File: src/rtl/bram_sched_pkg.sv
// Shared types for the BRAM port scheduler: the sequencer state and the requester count.
package bram_sched_pkg;

  localparam int NUM_REQ = 2;

  typedef enum logic {
    INIT = 1'b0,
    RUN  = 1'b1
  } sched_state_t;

endpackage

File: src/rtl/bram_rr_arbiter2.sv
// Two-way round-robin arbiter with a burst lock that pins the grant to one owner.
module bram_rr_arbiter2 (
  input  logic       clk,
  input  logic       resetn,
  input  logic [1:0] valid_i,
  input  logic [1:0] accept_i,
  input  logic [1:0] lock_i,
  output logic [1:0] grant_o,
  output logic       locked_o
);

  logic ptr_q;
  logic owner_q;
  logic locked_q;
  logic other_ptr;
  logic acc_g;

  assign other_ptr = ~ptr_q;
  assign acc_g     = accept_i[1];
  assign locked_o  = locked_q;

  // A locked owner keeps the port even while idle; nobody else may take it.
  always_comb begin
    grant_o = '0;
    if (locked_q) begin
      grant_o[owner_q] = valid_i[owner_q];
    end else if (valid_i[ptr_q]) begin
      grant_o[ptr_q] = 1'b1;
    end else if (valid_i[other_ptr]) begin
      grant_o[other_ptr] = 1'b1;
    end
  end

  always_ff @(posedge clk or negedge resetn) begin
    if (!resetn) begin
      ptr_q    <= 1'b0;
      owner_q  <= 1'b0;
      locked_q <= 1'b0;
    end else if (|accept_i) begin
      locked_q <= lock_i[acc_g];
      owner_q  <= acc_g;
      if (!lock_i[acc_g]) begin
        ptr_q <= ~acc_g;
      end
    end
  end

endmodule

File: src/rtl/bram_port_scheduler.sv
// Init sweep sequencer plus two-requester arbiter and port mux for one BRAM port.
module bram_port_scheduler
  import bram_sched_pkg::*;
#(
  parameter int                    DATA_WIDTH = 32,
  parameter int                    ADDR_WIDTH = 10,
  parameter logic [DATA_WIDTH-1:0] INIT_VALUE = '0
) (
  input  logic                          clk,
  input  logic                          resetn,
  input  logic                          flush,
  output logic                          init_busy,
  input  logic [NUM_REQ-1:0]            req_valid,
  output logic [NUM_REQ-1:0]            req_ready,
  input  logic [NUM_REQ*ADDR_WIDTH-1:0] req_addr,
  input  logic [NUM_REQ*DATA_WIDTH/8-1:0] req_wrten,
  input  logic [NUM_REQ*DATA_WIDTH-1:0] req_wdata,
  input  logic [NUM_REQ-1:0]            req_lock,
  output logic [NUM_REQ-1:0]            resp_valid,
  output logic [DATA_WIDTH-1:0]         resp_data,
  output logic                          bram_en,
  output logic [DATA_WIDTH/8-1:0]       bram_write_en,
  output logic [ADDR_WIDTH-1:0]         bram_addr,
  output logic [DATA_WIDTH-1:0]         bram_data_in,
  input  logic [DATA_WIDTH-1:0]         bram_data_out
);

  localparam int BE_W = DATA_WIDTH / 8;

  typedef struct packed {
    logic [ADDR_WIDTH-1:0] addr;
    logic [BE_W-1:0]       wrten;
    logic [DATA_WIDTH-1:0] wdata;
    logic                  lock;
  } req_t;

  req_t                  req [NUM_REQ];
  logic [NUM_REQ-1:0]    lock_vec;
  sched_state_t          state_q;
  logic [ADDR_WIDTH-1:0] cnt_q, cnt_d;
  logic                  flush_pend_q, flush_pend_d;
  logic [NUM_REQ-1:0]    resp_valid_q, resp_valid_d;
  logic                  run;
  logic                  locked;
  logic                  flush_take;
  logic [NUM_REQ-1:0]    arb_valid;
  logic [NUM_REQ-1:0]    grant;
  logic [NUM_REQ-1:0]    accept;
  logic                  gsel;
  logic                  is_read;

  for (genvar i = 0; i < NUM_REQ; i++) begin : g_unpack
    assign req[i] = '{addr:  req_addr[i*ADDR_WIDTH +: ADDR_WIDTH],
                      wrten: req_wrten[i*BE_W +: BE_W],
                      wdata: req_wdata[i*DATA_WIDTH +: DATA_WIDTH],
                      lock:  req_lock[i]};
    assign lock_vec[i] = req[i].lock;
  end

  assign run        = (state_q == RUN);
  assign arb_valid  = run ? req_valid : '0;
  // A flush arriving mid-burst waits until the lock has been released.
  assign flush_take = run && !locked && (flush || flush_pend_q);

  bram_rr_arbiter2 u_arb (
    .clk      (clk),
    .resetn   (resetn),
    .valid_i  (arb_valid),
    .accept_i (accept),
    .lock_i   (lock_vec),
    .grant_o  (grant),
    .locked_o (locked)
  );

  assign req_ready  = flush_take ? '0 : grant;
  assign accept     = req_valid & req_ready;
  assign gsel       = grant[1];
  assign is_read    = (req[gsel].wrten == '0);
  assign init_busy  = !run;
  assign resp_valid = resp_valid_q;
  assign resp_data  = bram_data_out;

  always_comb begin
    bram_en       = 1'b0;
    bram_write_en = '0;
    bram_addr     = req[gsel].addr;
    bram_data_in  = req[gsel].wdata;
    if (!run) begin
      bram_en       = 1'b1;
      bram_write_en = '1;
      bram_addr     = cnt_q;
      bram_data_in  = INIT_VALUE;
    end else if (|accept) begin
      bram_en       = 1'b1;
      bram_write_en = req[gsel].wrten;
    end
  end

  always_comb begin
    cnt_d        = run ? cnt_q : cnt_q + 1'b1;
    flush_pend_d = flush_take ? 1'b0 : (flush_pend_q || (run && flush && locked));
    resp_valid_d = accept & {NUM_REQ{is_read}};
  end

  always_ff @(posedge clk or negedge resetn) begin
    if (!resetn) begin
      state_q      <= INIT;
      cnt_q        <= '0;
      flush_pend_q <= 1'b0;
      resp_valid_q <= '0;
    end else begin
      cnt_q        <= cnt_d;
      flush_pend_q <= flush_pend_d;
      resp_valid_q <= resp_valid_d;
      case (state_q)
        INIT: if (cnt_q == '1) state_q <= RUN;
        RUN:  if (flush_take) state_q <= INIT;
        default: state_q <= INIT;
      endcase
    end
  end

endmodule

File: config.mk
export PLATFORM = sky130hd
export DESIGN_NAME = bram_port_scheduler
export DESIGN_NICKNAME = d
export VERILOG_FILES = /design/src/rtl/bram_sched_pkg.sv /design/src/rtl/bram_rr_arbiter2.sv /design/src/rtl/bram_port_scheduler.sv
export SDC_FILE = /design/constraint.sdc
export NUM_CORES = 1
export LEC_CHECK = 0
export ABC_AREA = 1
export BUFFER_PORTS_ARGS = -buffer_cell sky130_fd_sc_hd__buf_2
export CORE_AREA = 2 2 83 85
export CTS_CLUSTER_SIZE = 24
export DETAILED_ROUTE_END_ITERATION = 6
export DIE_AREA = 0 0 85 87
export GPL_ROUTABILITY_DRIVEN = 0
export GPL_TIMING_DRIVEN = 0
export PLACE_DENSITY = 0.7
export REMOVE_ABC_BUFFERS = 1
export SLEW_MARGIN = 15
export SYNTH_ARGS = -nofsm -noshare
export SYNTH_HDL_FRONTEND = slang
export SYNTH_SLANG_ARGS = --single-unit
File: constraint.sdc
create_clock -name clk -period 2.1 [get_ports clk]
set_input_delay 0.21 -clock clk [delete_from_list [all_inputs] [get_ports clk]]
set_output_delay 0.21 -clock clk [all_outputs]
set_load 0.01 [all_outputs]
==> impl_metrics.ini <==
[drt]
num_vias = 2328
dr.pass1.iters = 5
drt_iter0_drc = 97
wirelength_um = 9130
ant_nets = 0
drc = 0
wl_per_cell_um = 18.3
via_per_inst = 4.67

[synth]
syn-cell-area_mm2 = 0.00180
syn_inst = 297
avgSynthCellArea_um2 = 6.07
synth_seq_area_share_pct = 23.6
post_synth_num_cell_types = 26
synth_seq_cells = 17
yosysWarnings = 0

[grt]
track_usage_pct = 23.8
grt.overflow.total = 0
grt_pass1_wl_um = 13100
antenna_found_initial = 0
grt_max_degree = 44
grt_pass1_vias = 2194

[floorplan]
die_h_um = 87
dieWidth_um = 85
num_rows = 30
start_util_pct = 27.5
core_mm2 = 0.00657
io_pins = 215
die_area_mm2 = 0.00740

[critical_path]
cpMaxStageDelayCell = dfrtp_1
r2r_start = run
required_ps = 1890
crit_path_end = bram_addr[1]
slowest_delay_ps = 400
ff2ff_path_depth = 9
end_kind = output pin
reg2reg_slack_ps = 290
critPathArrivalTime_ps = 1810
rr_endpoint = cnt_q[7]
worstPathMaxFanout = 8
path_class = flop to output pin
crit_chain = inv_1 -> nand4_4 -> nand2_8 -> buf_4 -> nor2_1 -> o22ai_1 -> buf_2
cp-startpoint = u_arb.locked_o
critPathLaunchType = flop

[clock_tree]
numCtsBuffers = 3
h-tree-depth = 1
clock_path_buffers = 2
clock-sinks = 17
cts_tree = done
cts.clk_slew.worst_paths_ps = 70
clock_latency_ps = 250
root_buffer = clkbuf_8

[power_and_ir_drop]
powerDensity_mw_per_mm2 = 726
leakagePower_uw = 0.00145
irDropWorstVdd_mv = 0.366
total_power_uw = 1920

[hold_path]
hold_depth = 3
worstHoldPathType = input pin to flop

[timing]
slew_viol_final = 0
setup_violations = 0
maxSlewHeadroom_pct = 69.3
hold_viol = 0
rsz0062_at_grt = false
period_minus_slack_ps = 2020
skew_ps = 3.80
post-route-period-util_pct = 96.1
worst_pin_slew_ps = 456
max_freq_mhz = 496

[run_status]
status = finished, final reports clean

[cells_and_area]
nets = 552
syn2layout_area_growth_pct = 46.4
fin_cells = 499
drive_above_1_share_pct = 43.4
diodes = 0

[placement]
portBuffers = 150
dpl.hpwl_um = 7160
place_inst = 481

[flow_run]
maxCapViolCount = 0
final cells by class:
cell class                      instances  area, um2
Fill cell                             713       3930
Multi-Input combinational cell        216       1080
Timing Repair Buffer                  163        905
Sequential cell                        17        429
Tap cell                               80        100
Inverter                               19       80.1
Clock buffer                            4       45.0
kinds of logic after synthesis:
family                   after synthesis  share of synthesized area, %
flip-flops                            17                          23.6
adder cells (fa/ha/maj)                1                         0.693
buffers and inverters                 66                          21.3
AND/OR/NAND/NOR                      149                          34.5
AO/OA/AOI/OAI                         56                          16.0
XOR/XNOR                               8                          3.88
metrics by stage:
stage          hold WS [ps]  TNS, ps  setup slack (ps)  cell area (um2)  utilization, %
5_1_grt                 257        0              12.5             2640            40.2
3_5_place_dp            164    -7860              -286             2370            36.1
4_1_cts                 210     -126             -33.7             2510            38.2
3_3_place_gp            160   -48500             -1060             2340            35.7
6_report                217        0              82.0             2640            40.2
2_1_floorplan         -85.6    -4130              -235             1490               -
worst min-delay path by stage:
stage | slack, ps | to | startpoint
after floorplan | -90 | cnt_q[0] | resetn
after global placement | 160 | resp_valid[1] | resetn
after detailed placement | 160 | cnt_q[9] | resetn
after CTS | 210 | flush_pend_q | flush
after global routing | 260 | u_arb.ptr_q | req_lock[1]
final | 220 | flush_pend_q | flush
layer usage:
metal | global-route usage, % | up-vias | routed length, um
met5 | 0 | - | 0
met4 | 7.94 | 0 | 269
met3 | 17.8 | 10 | 1680
met2 | 42.8 | 146 | 4440
met1 | 20.3 | 1002 | 2750
li1 | - | 1170 | -
cell usage after synthesis:
cell	count	area share, %
a31oi_1	1	0.35
o21ai_0	42	12
clkbuf_1	4	0.83
inv_2	1	0.21
xor2_1	6	2.9
nand2_4	1	0.62
nor3_1	1	0.28
clkbuf_2	2	0.55
nor3_2	1	0.55
dfrtp_1	17	24
nor4_1	2	0.69
o22ai_1	6	2.1
ha_1	1	0.69
nand2_2	4	1.4
buf_4	33	14
and2_1	1	0.35
nand4_2	1	0.69
nand3_1	12	3.3
inv_1	18	3.7
nand2_1	37	7.7
nand4_1	3	1.0
xnor2_1	2	0.97
o21ai_1	6	1.7
buf_2	8	2.2
a21oi_1	1	0.28
nor2_1	86	18
placed cells by master (no fill, tap or decap), drive strengths merged, types with 2 or more instances in the layout:
master | Yosys | routed
xnor2 | 2 | 2
nand2 | 42 | 44
nor4 | 2 | 2
clkbuf | 6 | 5
nor3 | 2 | 2
buf | 41 | 161
nand3 | 12 | 12
xor2 | 6 | 6
o21ai | 48 | 48
nand4 | 4 | 4
inv | 19 | 17
nor2 | 86 | 86
o22ai | 6 | 6
dfrtp | 17 | 17
power breakdown:
group / leakage (uW) / internal (uW) / total (uW) / switching [uW]
sequential: 0.000214 / 436 / 540 / 104
clock: 0.0000228 / 134 / 245 / 110
combinational: 0.00121 / 471 / 1130 / 663
registers in the layout, summed over array words and instances (netlist names):
signal          count
resp_valid          2
u_arb.locked_o      1
u_arb.owner_q       1
u_arb.ptr_q         1
run                 1
flush_pend_q        1
cnt_q              10
what timing repair did:
| action | CTS | global route |
|---|---|---|
| pin swaps | 1 | 3 |
| hold endpoints to repair | 17 | 0 |
| hold buffers | 1 | 0 |
| gates resized for setup | 7 | 12 |
| cloned | 2 | 1 |
| endpoints found under the setup margin | 53 | 46 |
| buffers inserted | 3 | 7 |
worst max-delay path, delay by kind of cell, from the launching register on:
kind | cells | cell delay [ps]
AOI/OAI and AO/OA | 1 | 180
buffers and inverters | 3 | 470
DFF | 1 | 400
and+or+nand+nor | 3 | 490
Power figures use the tool's default switching activity.
